File: src/rtl/alu_multicycle_if.sv
// Handshake and operand/result bundle between the datapath and the multi-cycle ALU.
// The master drives the request; the slave (the ALU) returns result, flags and status.
interface alu_multicycle_if #(
  parameter int WIDTH = 8
);
  logic             start;
  logic [WIDTH-1:0] data1;
  logic [WIDTH-1:0] data2;
  logic [2:0]       select;
  logic [WIDTH-1:0] result;
  logic             zero;
  logic             overflow;
  logic             busy;
  logic             done;

  modport master (
    output start, data1, data2, select,
    input  result, zero, overflow, busy, done
  );

  modport slave (
    input  start, data1, data2, select,
    output result, zero, overflow, busy, done
  );
endinterface

File: src/rtl/alu_multicycle.sv
// Multi-cycle ALU: single-step FORWARD/ADD/AND/OR plus iterative MUL, SLL, SRA, ROR.
// Operands are latched on START in IDLE; one step is performed per clock in EXEC and
// RESULT/ZERO/OVERFLOW update only on the final step, together with a one-cycle DONE.
module alu_multicycle #(
  parameter int WIDTH = 8
) (
  input  logic            clk,
  input  logic            reset,
  alu_multicycle_if.slave bus
);
  localparam int CNTW = $clog2(WIDTH) + 1;
  localparam int LW   = $clog2(WIDTH);
  localparam logic [CNTW-1:0]  W_CNT  = CNTW'(WIDTH);
  localparam logic [WIDTH-1:0] W_DATA = WIDTH'(WIDTH);

  typedef enum logic [2:0] {
    OP_FWD = 3'b000,
    OP_ADD = 3'b001,
    OP_AND = 3'b010,
    OP_OR  = 3'b011,
    OP_MUL = 3'b100,
    OP_SLL = 3'b101,
    OP_SRA = 3'b110,
    OP_ROR = 3'b111
  } op_e;

  typedef enum logic {
    IDLE = 1'b0,
    EXEC = 1'b1
  } state_e;

  state_e           state_q, state_n;
  logic             busy;
  op_e              op_q;
  logic [WIDTH-1:0] a_q, b_q, acc_q;
  logic [CNTW-1:0]  cnt_q;
  logic             amt_zero_q;
  logic [WIDTH-1:0] result_q;
  logic             zero_q, ovf_q, done_q;

  logic [CNTW-1:0]  amt, load_cnt;
  logic [WIDTH-1:0] a_n, b_n, acc_n, res_n, sum;
  logic             ovf_n;
  logic             last_step;

  assign last_step = (cnt_q == CNTW'(1));

  // State register.
  always_ff @(posedge clk) begin
    // NOTE: sequential state uses non-blocking assignments so every register
    // samples the pre-edge values, independent of statement order.
    if (reset) state_q <= IDLE;
    else       state_q <= state_n;
  end

  // Next-state and BUSY decode.
  always_comb begin
    // NOTE: every output of a combinational block gets a default first;
    // a path that leaves one unassigned would infer a latch.
    state_n = state_q;
    busy    = 1'b0;
    case (state_q)
      IDLE: if (bus.start) state_n = EXEC;
      EXEC: begin
        busy = 1'b1;
        if (last_step) state_n = IDLE;
      end
      default: state_n = IDLE;
    endcase
  end

  // Step count for the incoming request: amounts are unsigned and clamped so the
  // counter never wraps; zero-amount shifts still take one (no-op) step.
  always_comb begin
    amt = '0;
    case (op_e'(bus.select))
      OP_SLL, OP_SRA: amt = (bus.data2 >= W_DATA) ? W_CNT : bus.data2[CNTW-1:0];
      OP_ROR:         amt = CNTW'(bus.data2[LW-1:0]);
      default:        amt = '0;
    endcase
    if (op_e'(bus.select) == OP_MUL) load_cnt = W_CNT;
    else                             load_cnt = (amt == '0) ? CNTW'(1) : amt;
  end

  // One EXEC step: next working values and the candidate result for the final step.
  always_comb begin
    a_n   = a_q;
    b_n   = b_q;
    acc_n = acc_q;
    res_n = '0;
    ovf_n = 1'b0;
    sum   = a_q + b_q;
    case (op_q)
      OP_FWD: res_n = b_q;
      OP_ADD: begin
        res_n = sum;
        ovf_n = (a_q[WIDTH-1] == b_q[WIDTH-1]) && (sum[WIDTH-1] != a_q[WIDTH-1]);
      end
      OP_AND: res_n = a_q & b_q;
      OP_OR:  res_n = a_q | b_q;
      OP_MUL: begin
        if (b_q[0]) acc_n = acc_q + a_q;
        a_n   = a_q << 1;
        b_n   = b_q >> 1;
        res_n = acc_n;
      end
      OP_SLL: begin
        if (!amt_zero_q) a_n = {a_q[WIDTH-2:0], 1'b0};
        res_n = a_n;
      end
      OP_SRA: begin
        if (!amt_zero_q) a_n = {a_q[WIDTH-1], a_q[WIDTH-1:1]};
        res_n = a_n;
      end
      OP_ROR: begin
        if (!amt_zero_q) a_n = {a_q[0], a_q[WIDTH-1:1]};
        res_n = a_n;
      end
      default: res_n = '0;
    endcase
  end

  // Operand latch, iteration registers and the architecturally visible result/flags.
  always_ff @(posedge clk) begin
    if (reset) begin
      op_q       <= OP_FWD;
      a_q        <= '0;
      b_q        <= '0;
      acc_q      <= '0;
      cnt_q      <= '0;
      amt_zero_q <= 1'b0;
      result_q   <= '0;
      zero_q     <= 1'b1;
      ovf_q      <= 1'b0;
      done_q     <= 1'b0;
    end else begin
      done_q <= 1'b0;
      if (state_q == IDLE) begin
        if (bus.start) begin
          op_q       <= op_e'(bus.select);
          a_q        <= bus.data1;
          b_q        <= bus.data2;
          acc_q      <= '0;
          cnt_q      <= load_cnt;
          amt_zero_q <= (amt == '0);
        end
      end else begin
        a_q   <= a_n;
        b_q   <= b_n;
        acc_q <= acc_n;
        cnt_q <= cnt_q - 1'b1;
        if (last_step) begin
          result_q <= res_n;
          zero_q   <= (res_n == '0);
          ovf_q    <= ovf_n;
          done_q   <= 1'b1;
        end
      end
    end
  end

  assign bus.result   = result_q;
  assign bus.zero     = zero_q;
  assign bus.overflow = ovf_q;
  assign bus.busy     = busy;
  assign bus.done     = done_q;
endmodule

File: src/flat_wrapper.sv
// flat-port wrapper written by rule: the top's interface ports become plain ports
module alu_multicycle_flat 
#(
  parameter int WIDTH = 8
)
  (clk, reset, bus_start, bus_data1, bus_data2, bus_select, bus_result, bus_zero, bus_overflow, bus_busy, bus_done);
  alu_multicycle_if #(.WIDTH(WIDTH)) bus_i ();
  input  logic clk;
  input  logic reset;
  input wire logic [$bits(bus_i.start)-1:0] bus_start;
  input wire logic [$bits(bus_i.data1)-1:0] bus_data1;
  input wire logic [$bits(bus_i.data2)-1:0] bus_data2;
  input wire logic [$bits(bus_i.select)-1:0] bus_select;
  output wire logic [$bits(bus_i.result)-1:0] bus_result;
  output wire logic [$bits(bus_i.zero)-1:0] bus_zero;
  output wire logic [$bits(bus_i.overflow)-1:0] bus_overflow;
  output wire logic [$bits(bus_i.busy)-1:0] bus_busy;
  output wire logic [$bits(bus_i.done)-1:0] bus_done;
  assign bus_i.start = bus_start;
  assign bus_i.data1 = bus_data1;
  assign bus_i.data2 = bus_data2;
  assign bus_i.select = bus_select;
  assign bus_result = bus_i.result;
  assign bus_zero = bus_i.zero;
  assign bus_overflow = bus_i.overflow;
  assign bus_busy = bus_i.busy;
  assign bus_done = bus_i.done;
  alu_multicycle #(.WIDTH(WIDTH)) u_core (.clk(clk), .reset(reset), .bus(bus_i));
endmodule
File: config.mk
export PLATFORM = sky130hd
export DESIGN_NAME = alu_multicycle_flat
export DESIGN_NICKNAME = d
export VERILOG_FILES = /design/src/rtl/alu_multicycle_if.sv /design/src/rtl/alu_multicycle.sv /design/src/flat_wrapper.sv
export SDC_FILE = /design/constraint.sdc
export NUM_CORES = 1
export LEC_CHECK = 0
export CAP_MARGIN = 10
export CORE_ASPECT_RATIO = 1.5
export CORE_UTILIZATION = 58
export DETAILED_ROUTE_END_ITERATION = 12
export GPL_ROUTABILITY_DRIVEN = 0
export PLACE_DENSITY_LB_ADDON = 0.08
export REMOVE_ABC_BUFFERS = 1
export SETUP_SLACK_MARGIN = 0.4
export SYNTH_ARGS = -nofsm -noshare
export SYNTH_HDL_FRONTEND = slang
export SYNTH_SLANG_ARGS = --single-unit
File: constraint.sdc
create_clock -name clk -period 2.7 [get_ports clk]
set_clock_uncertainty 0.1 [all_clocks]
set_input_delay 0.54 -clock clk [delete_from_list [all_inputs] [get_ports clk]]
set_output_delay 0.54 -clock clk [all_outputs]
set_load 0.01 [all_outputs]
==> impl_metrics.py <==
metrics = {
    "routing": {
        "drt_pass1_iterations": 5,
        "via_per_inst": 6.439,
        "wl_per_cell_um": 18.26,
        "drt_iter0_drc": 300,
        "wl_um": 10410,
        "antenna_left": 0,
        "drc": 0,
        "vias": 3670,
    },
    "global_routing": {
        "gr-total-overflow": 0,
        "antenna_found_initial": 0,
        "gr-usage-all-layers_pct": 33.75,
        "grt_pass1_vias": 3662,
        "grt_pass1_wl_um": 16860,
        "grt_max_degree": 45,
    },
    "critical_path": {
        "critPathMaxFanout": 3,
        "worstPathRequired_ps": 2840,
        "r2r-start": "u_core.a_q[0]$_SDFFE_PP0P_",
        "reg2reg_slack_ps": 260,
        "cpMaxStageDelayCell": "fa_2",
        "setup.worst_path.start": "u_core.a_q[0]$_SDFFE_PP0P_",
        "crit_type": "reg -> reg",
        "critical-path-max-stage-delay_ps": 390,
        "endpoint_kind": "flop",
        "path_cells": "ha_4 > fa_2 > xnor2_2 > a2111oi_2 > buf_4 > o32a_1 > nor3_2 > nand4_1 > o21ai_1",
        "crit_arrival_ps": 2580,
        "cp-start-kind": "flop",
    },
    "cts": {
        "clk_latency_ps": 300,
        "numCtsBuffers": 5,
        "cts_sinks": 44,
        "cts_tree": "built",
        "hold_buffers": 0,
        "root_buffer": "clkbuf_8",
        "htree_levels": 2,
        "clk_pin_slew_ps": 90,
        "cts_buffer_depth": 2,
    },
    "sta": {
        "finalMaxSlewViolations": 0,
        "final-setup-viol-count": 0,
        "tightest_slew_ps": 539.3,
        "timing.fmax_mhz": 410.1,
        "fin_crit_sh_pct": 90.32,
        "hold_viol": 0,
        "fin_crit_ps": 2439,
        "tns_ps": 0,
        "rsz0062_at_grt": "yes",
        "max_slew_margin_pct": 64.05,
    },
    "die": {
        "die_w_um": 65.49,
        "start_util_pct": 60.18,
        "die_area_mm2": 0.006368,
        "rows": 34,
        "io_pins": 34,
        "die-height_um": 97.24,
        "core_mm2": 0.005828,
    },
    "final_layout": {
        "syn_to_final_growth_pct": 23.47,
        "n_antenna_cell": 0,
        "drive_above_1_share_pct": 20.28,
        "final_net_count": 547,
    },
    "logic_synthesis": {
        "syn_avg_cell_area_um2": 7.759,
        "yosysTopAreaCell": "dfxtp_1",
        "synthesis.area_mm2": 0.003507,
        "yosys_warnings": 0,
        "yosysUniqueCellTypes": 74,
        "synth.most_common_cell": "nor2_1",
        "ys_ff_latch": 44,
        "syn_inst": 452,
        "synthArstFlopShare_pct": 0,
        "synth_seq_area_share_pct": 25.12,
        "ys.flop_type": "dfxtp_1",
        "synth_top_area_share_pct": 25.12,
        "synth_common_cells": "nor2_1 (56), nand2_1 (50), dfxtp_1 (44)",
        "synthTopCellsByArea": "dfxtp_1 (25%), ha_1 (8.9%), nor2_1 (6.0%)",
        "synth-edff-count": 0,
    },
    "placement": {
        "dp_hpwl_um": 7710,
        "io_buffers": 33,
    },
    "power": {
        "p_leak_nw": 1.636,
        "p_total_mw": 1.947,
        "vdd_ir_drop_max_mv": 0.3846,
        "powerDensity_mw_per_mm2": 449.7,
    },
    "worst_hold_path": {
        "min_from": "u_core.bus.result[2]$_SDFFE_PP0P_",
        "hold_path_class": "reg -> reg",
    },
    "flow_run": {
        "maxCapViolCount": 0,
    },
    "outcome": {
        "status": "completed",
    },
}
state kept, by name (all words and copies together) (netlist names):
| register | count |
|---|---|
| u_core.a_q | 8 |
| u_core.acc_q | 8 |
| u_core.b_q | 8 |
| u_core.bus.result | 8 |
| u_core.cnt_q | 4 |
| u_core.op_q | 3 |
| u_core.amt_zero_q | 1 |
| u_core.bus.done | 1 |
| u_core.bus.overflow | 1 |
| u_core.bus.zero | 1 |
| u_core.state_q | 1 |
cell usage in the layout, fill, tap and decap left out, types with 10 or more instances in the layout:
cell type	instances
a211oi_1	15
a21oi_1	31
buf_4	32
clkdlybuf4s50_1	33
dfxtp_1	28
dfxtp_2	10
ha_1	18
inv_1	21
mux2i_1	11
nand2_1	48
nand3_1	12
nor2_1	55
nor3_1	12
o21ai_0	14
worst max-delay path: cells and delay by family, from the launching register on:
kind | cells | cell delay (ps)
buf+inv | 1 | 150
compound gates | 3 | 600
fa+ha+maj | 2 | 560
xor+xnor | 1 | 220
flops | 1 | 380
simple gates | 2 | 370
cell type report:
type	count	area, um^2
inverters	25	96.34
clock buffers	5	68.82
flip-flops and latches	44	915.9
fillers	452	1498
multi-input cells	356	2509
clock inverters	2	60.06
repair buffers	66	590.6
well taps	72	90.09
path summary, 6_finish.rpt:
kind | to | cells after the start
worst max-delay path | u_core.bus.zero$_SDFFE_PP1P_ | 9
worst min-delay path | u_core.bus.result[2]$_SDFFE_PP0P_ | 2
worst max register to register | u_core.bus.zero$_SDFFE_PP1P_ | 9
worst min register to register | u_core.bus.result[2]$_SDFFE_PP0P_ | 2
kinds of logic (layout without fill, tap and decap cells):
family	Yosys count	in the layout	share of synthesized area (%)
buffers and inverters	52	98	7.671
XOR/XNOR	5	5	1.249
flip-flops	44	44	25.12
AO/OA/AOI/OAI	135	135	27.12
multiplexers	13	13	4.174
AND/OR/NAND/NOR	175	175	24.33
adder cells (fa/ha/maj)	28	28	10.35
report_power, final:
part           total, mW  internal, mW  switching, mW
clock network      0.596         0.364          0.232
logic              0.600         0.268          0.332
registers          0.751         0.688         0.0633
timing repair:
| action | CTS | global route |
|---|---|---|
| pin swaps | 8 | 20 |
| resized for setup | 16 | 40 |
| setup endpoints to repair | 9 | 13 |
| buffers inserted | 2 | 5 |
routing by layer:
metal | track usage [%] | vias to the layer above | share of wire (%)
li1 | - | 1749 | -
met1 | 36.58 | 1719 | 39
met2 | 59.95 | 155 | 51
met3 | 4.225 | 47 | 4.8
met4 | 20.40 | 0 | 5.2
met5 | 0 | - | 0
through the flow:
stage / setup WS [ps] / hold WS [ps] / instance area [um^2] / cells / util [%]
2_1_floorplan: 225.7 / 372.7 / 3334 / 425 / -
3_3_place_gp: 169.6 / 349.9 / 3963 / 556 / 67.99
3_5_place_dp: 110.3 / 348.7 / 3963 / 556 / 67.99
4_1_cts: 293.2 / 368.8 / 4161 / 565 / 71.40
5_1_grt: 207.5 / 388.8 / 4330 / 570 / 74.30
6_report: 261.3 / 364.0 / 4330 / 570 / 74.30
No activity file was read; power rests on OpenSTA's default activity.
==> variant 1 (same flow settings) <==
`WIDTH` is set to 8 in 3 places; all go to 16.
--- a/src/rtl/alu_multicycle_if.sv
+++ b/src/rtl/alu_multicycle_if.sv
@@ -1,7 +1,7 @@
 // Handshake and operand/result bundle between the datapath and the multi-cycle ALU.
 // The master drives the request; the slave (the ALU) returns result, flags and status.
 interface alu_multicycle_if #(
-  parameter int WIDTH = 8
+  parameter int WIDTH = 16
 );
   logic             start;
   logic [WIDTH-1:0] data1;
--- a/src/rtl/alu_multicycle.sv
+++ b/src/rtl/alu_multicycle.sv
@@ -2,7 +2,7 @@
 // Operands are latched on START in IDLE; one step is performed per clock in EXEC and
 // RESULT/ZERO/OVERFLOW update only on the final step, together with a one-cycle DONE.
 module alu_multicycle #(
-  parameter int WIDTH = 8
+  parameter int WIDTH = 16
 ) (
   input  logic            clk,
   input  logic            reset,
--- a/src/flat_wrapper.sv
+++ b/src/flat_wrapper.sv
@@ -1,7 +1,7 @@
 // flat-port wrapper written by rule: the top's interface ports become plain ports
 module alu_multicycle_flat 
 #(
-  parameter int WIDTH = 8
+  parameter int WIDTH = 16
 )
   (clk, reset, bus_start, bus_data1, bus_data2, bus_select, bus_result, bus_zero, bus_overflow, bus_busy, bus_done);
   alu_multicycle_if #(.WIDTH(WIDTH)) bus_i ();
Ports: changed (resized bus_data1, bus_data2 and bus_result); port bits go from 34 to 58. No check against the original RTL was run, so the function may have changed too.
==> variant 1 against the original RTL <==
The flow now stops in global routing (5_1_grt). Synthesized cell count rose by 100%. Synthesized area rose by 89%.
==> variant 1: results (changes against the original RTL) <==
stage	metric	value	unit	change
cts	H-tree levels	3		+1
place	Final HPWL DP	19.3	mm	+150%
cts	CTS Root Cell	clkbuf_16		
global_route	pin count of the biggest net entering global routing	45		
status	First Err	[ERROR GRT-0116] Global routing finished with congestion. Check the congestion regions in the DRC Viewer.		
place	IO Port Bufs	57		+73%
status	status	stopped before the end		
global_route	number of global-route vias before repair	9620		
cts	Clock Sinks	77		+75%
logic_synthesis	sequential-to-total area share from yosys stat	23.3	%	-1.8 points
logic_synthesis	largest cells by area after synthesis	dfxtp_1 23%, ha_1 9.3%, nor2_1 6.6%, a21oi_1 6.3%, nand2_1 5.2%		
logic_synthesis	top cells by instance count after synthesis	116 x nor2_1, 92 x nand2_1, 83 x a21oi_1, 77 x dfxtp_1, 57 x o21ai_0		
logic_synthesis	synth warn	0		unchanged
global_route	Tot GR Track Use	57.0	%	
global_route	overflow left after global routing	3		
logic_synthesis	fraction of registers with async set/reset	0	%	unchanged
global_route	wire length of the first global-routing pass	51.2	mm	
logic_synthesis	Yosys cell types	74		unchanged
cts	Inserted Clock Buffers	9		+4
place	Place WS	-0.388	ns	-0.498 ns
status	Stop stage	global routing (5_1_grt)		
cts	worst-case clock buffer depth	2		unchanged
==> variant 1: cell count changes after synthesis, sizes merged, moves of 9 or more <==
cell	change
a211oi	+22
a21oi	+51
a22oi	+11
clkbuf	+28
dfxtp	+33
ha	+24
inv	+19
mux2i	+10
nand2	+42
nand3	+17
nor2	+59
o21ai	+36
o22ai	+9
==> variant 1: timing repair <==
action                                  CTS
hold endpoints to repair                  0
resized for setup                       140
cloned                                    0
endpoints found under the setup margin   47
pin swaps                                63
setup buffers                            19
==> variant 1: logic make-up after synthesis <==
family,count (synthesis),share of synthesized area [%]
compound gates,322,32.5
xor+xnor,11,1.45
fa+ha+maj,51,9.86
buf+inv,104,6.38
flops,77,23.3
mux,25,3.83
simple gates,325,22.6
==> variant 1: stage by stage <==
| stage | std cells | TNS, ns | utilization [%] | hold slack (ns) | cell area (um^2) |
|---|---|---|---|---|---|
| floorplan | 856 | -5.74 | - | 0.349 | 6370 |
| global placement | 1227 | -0.993 | 76.2 | 0.344 | 8420 |
| detailed placement | 1227 | -2.24 | 76.2 | 0.350 | 8420 |
| CTS | 1261 | -0.158 | 85.8 | 0.358 | 9490 |
==> variant 1: metal layers <==
metal / overflow / track usage, %
met5: 0 / 0
met4: 1 / 51.2
met3: 0 / 32.8
met2: 2 / 80.3
met1: 0 / 58.1
==> variant 2 (config.mk and constraints unchanged) <==
Without the edit above. Make the reset (`reset`) asynchronous in 2 clocked blocks.
--- a/src/rtl/alu_multicycle.sv
+++ b/src/rtl/alu_multicycle.sv
@@ -46,7 +46,7 @@
   assign last_step = (cnt_q == CNTW'(1));
 
   // State register.
-  always_ff @(posedge clk) begin
+  always_ff @(posedge clk or posedge reset) begin
     // NOTE: sequential state uses non-blocking assignments so every register
     // samples the pre-edge values, independent of statement order.
     if (reset) state_q <= IDLE;
@@ -121,7 +121,7 @@
   end
 
   // Operand latch, iteration registers and the architecturally visible result/flags.
-  always_ff @(posedge clk) begin
+  always_ff @(posedge clk or posedge reset) begin
     if (reset) begin
       op_q       <= OP_FWD;
       a_q        <= '0;
Formal check against the unedited RTL: differs if reset is asserted again (counterexample within 4 cycles, from zero or initial values and one cycle with reset high); with reset held inactive, the same outputs for 4 cycles.
==> variant 2 against the original RTL <==
Sequential cell count stayed put. Die area is 0.59% lower. Routed wire length is 4.6% higher. Synthesized area is 0.61% lower. Maximum frequency is 4.5% lower. Setup slack worse by 0.12 ns. Utilization is 1.1 points higher. Final area is 0.75% higher.
Power is left out: it rests on default switching activity, and per cell area and clock period it moved more than threefold.
==> variant 2: results (changes against the original RTL) <==
stage	metric	value	unit	change
detailed_routing	via count	3587		-2.3%
detailed_routing	met2 wire length	5.48	mm	+3.8%
critical_path	crit path from	u_core.a_q[1]$_DFFE_PP0P_		
critical_path	crit path max fanout	4		+1
detailed_routing	1st-iter DRT viols	255		-15%
cts	worst-case clock buffer depth	2		unchanged
critical_path	Critical Path Sink	u_core.bus.result[7]$_DFFE_PP0P_		
logic_synthesis	largest cells by area after synthesis	dfrtp_1 31%, ha_1 9.0%, o21ai_0 6.2%, nand2_1 4.8%, a21oi_1 4.0%		
logic_synthesis	Yosys cell types	68		-8.1%
global_route	pin count of the biggest net entering global routing	26		-42%
global_route	met1 Resource Use GR	40.4	%	+3.8 points
global_route	wire length of the first global-routing pass	17.8	mm	+5.8%
logic_synthesis	fraction of registers with async set/reset	100	%	+100 points
global_route	M3 GR Usage	5.42	%	+1.2 points
cells_and_area	layout net count	516		-5.7%
detailed_routing	Detail Route met3 WL	673	um	+36%
place	Final HPWL DP	8.18	mm	+6.1%
status	status	completed		
logic_synthesis	top cells by instance count after synthesis	45 x nand2_1, 43 x dfrtp_1, 43 x o21ai_0, 28 x a21oi_1		
detailed_routing	drt wl/cell	20.2	um	+10%
global_route	number of global-route vias before repair	3708		+1.3%
critical_path	R2R setup slack	0.15	ns	-0.12 ns
cells_and_area	layout cells sized above 1	19.2	%	-1.1 points
global_route	met2 usage	63.1	%	+3.2 points
critical_path	worst-case reg-to-reg path depth	8		-1
cts	H-tree levels	2		unchanged
-- variant 2: cell types whose count changed after synthesis, moves of 5 or more --
cell | unedited run | this run
nor3_1 | 12 | 5
nor2_1 | 56 | 24
a211oi_1 | 16 | 3
o211ai_1 | 4 | 9
a31oi_1 | 8 | 3
o21ai_0 | 17 | 43
nand2_1 | 50 | 45
o21ai_1 | 6 | 1
a21oi_1 | 33 | 28
dfxtp_1 | 44 | 0
dfrtp_1 | 0 | 43
a221oi_1 | 6 | 1
-- variant 2: worst min-delay path by stage --
stage / to / from / slack, ns / cells past startpoint
floorplan: u_core.bus.zero$_DFFE_PP1P_ / u_core.bus.zero$_DFFE_PP1P_ / 0.38 / 2
global placement: u_core.bus.overflow$_DFFE_PP0P_ / u_core.bus.overflow$_DFFE_PP0P_ / 0.37 / 2
detailed placement: u_core.bus.result[3]$_DFFE_PP0P_ / u_core.bus.result[3]$_DFFE_PP0P_ / 0.37 / 2
CTS: u_core.bus.zero$_DFFE_PP1P_ / u_core.bus.zero$_DFFE_PP1P_ / 0.38 / 2
global route: u_core.bus.zero$_DFFE_PP1P_ / u_core.bus.zero$_DFFE_PP1P_ / 0.43 / 2
finish: u_core.bus.zero$_DFFE_PP1P_ / u_core.bus.zero$_DFFE_PP1P_ / 0.40 / 2
-- variant 2: cell families (layout without fill, tap and decap cells) --
group / Yosys count / in the layout / share of synthesized area (%)
fa+ha+maj: 28 / 28 / 10.4
mux: 18 / 18 / 5.46
flops: 44 / 44 / 31.6
simple gates: 118 / 118 / 16.5
buf+inv: 50 / 110 / 6.50
compound gates: 147 / 147 / 28.8
xor+xnor: 3 / 3 / 0.754
-- variant 2: metrics by stage --
step	hold slack [ns]	utilization, %	std cells	cell area (um^2)	setup slack [ns]
6_report	0.396	75.4	540	4360	0.145
5_1_grt	0.430	75.4	540	4360	0.0694
3_5_place_dp	0.372	69.7	523	4030	0.0397
4_1_cts	0.385	73.5	534	4250	0.203
3_3_place_gp	0.365	69.7	523	4030	0.0857
2_1_floorplan	0.375	-	387	3370	0.231
-- variant 2: layout make-up --
cell class	instances	area, um^2
clock buffers	6	72.6
clock inverters	2	60.1
fillers	446	1420
inverters	29	113
multi-input cells	314	2270
flip-flops and latches	44	1110
well taps	72	90.1
repair buffers	73	647
-- variant 2: timing repair --
item | in CTS | in global routing
hold endpoints to repair | 0 | 0
resized for setup | 18 | 22
endpoints found under the setup margin | 11 | 10
setup buffers | 3 | 6
pin swaps | 7 | 13
-- variant 2: worst max-delay path: stages, from the launching register on --
cell and delay, ns:
dfrtp_2 0.45, ha_1 0.31, a21o_1 0.20, o2bb2ai_2 0.16, o41ai_4 0.37, mux2i_1 0.28
o22a_1 0.21, o41ai_4 0.10, mux2_4 0.27
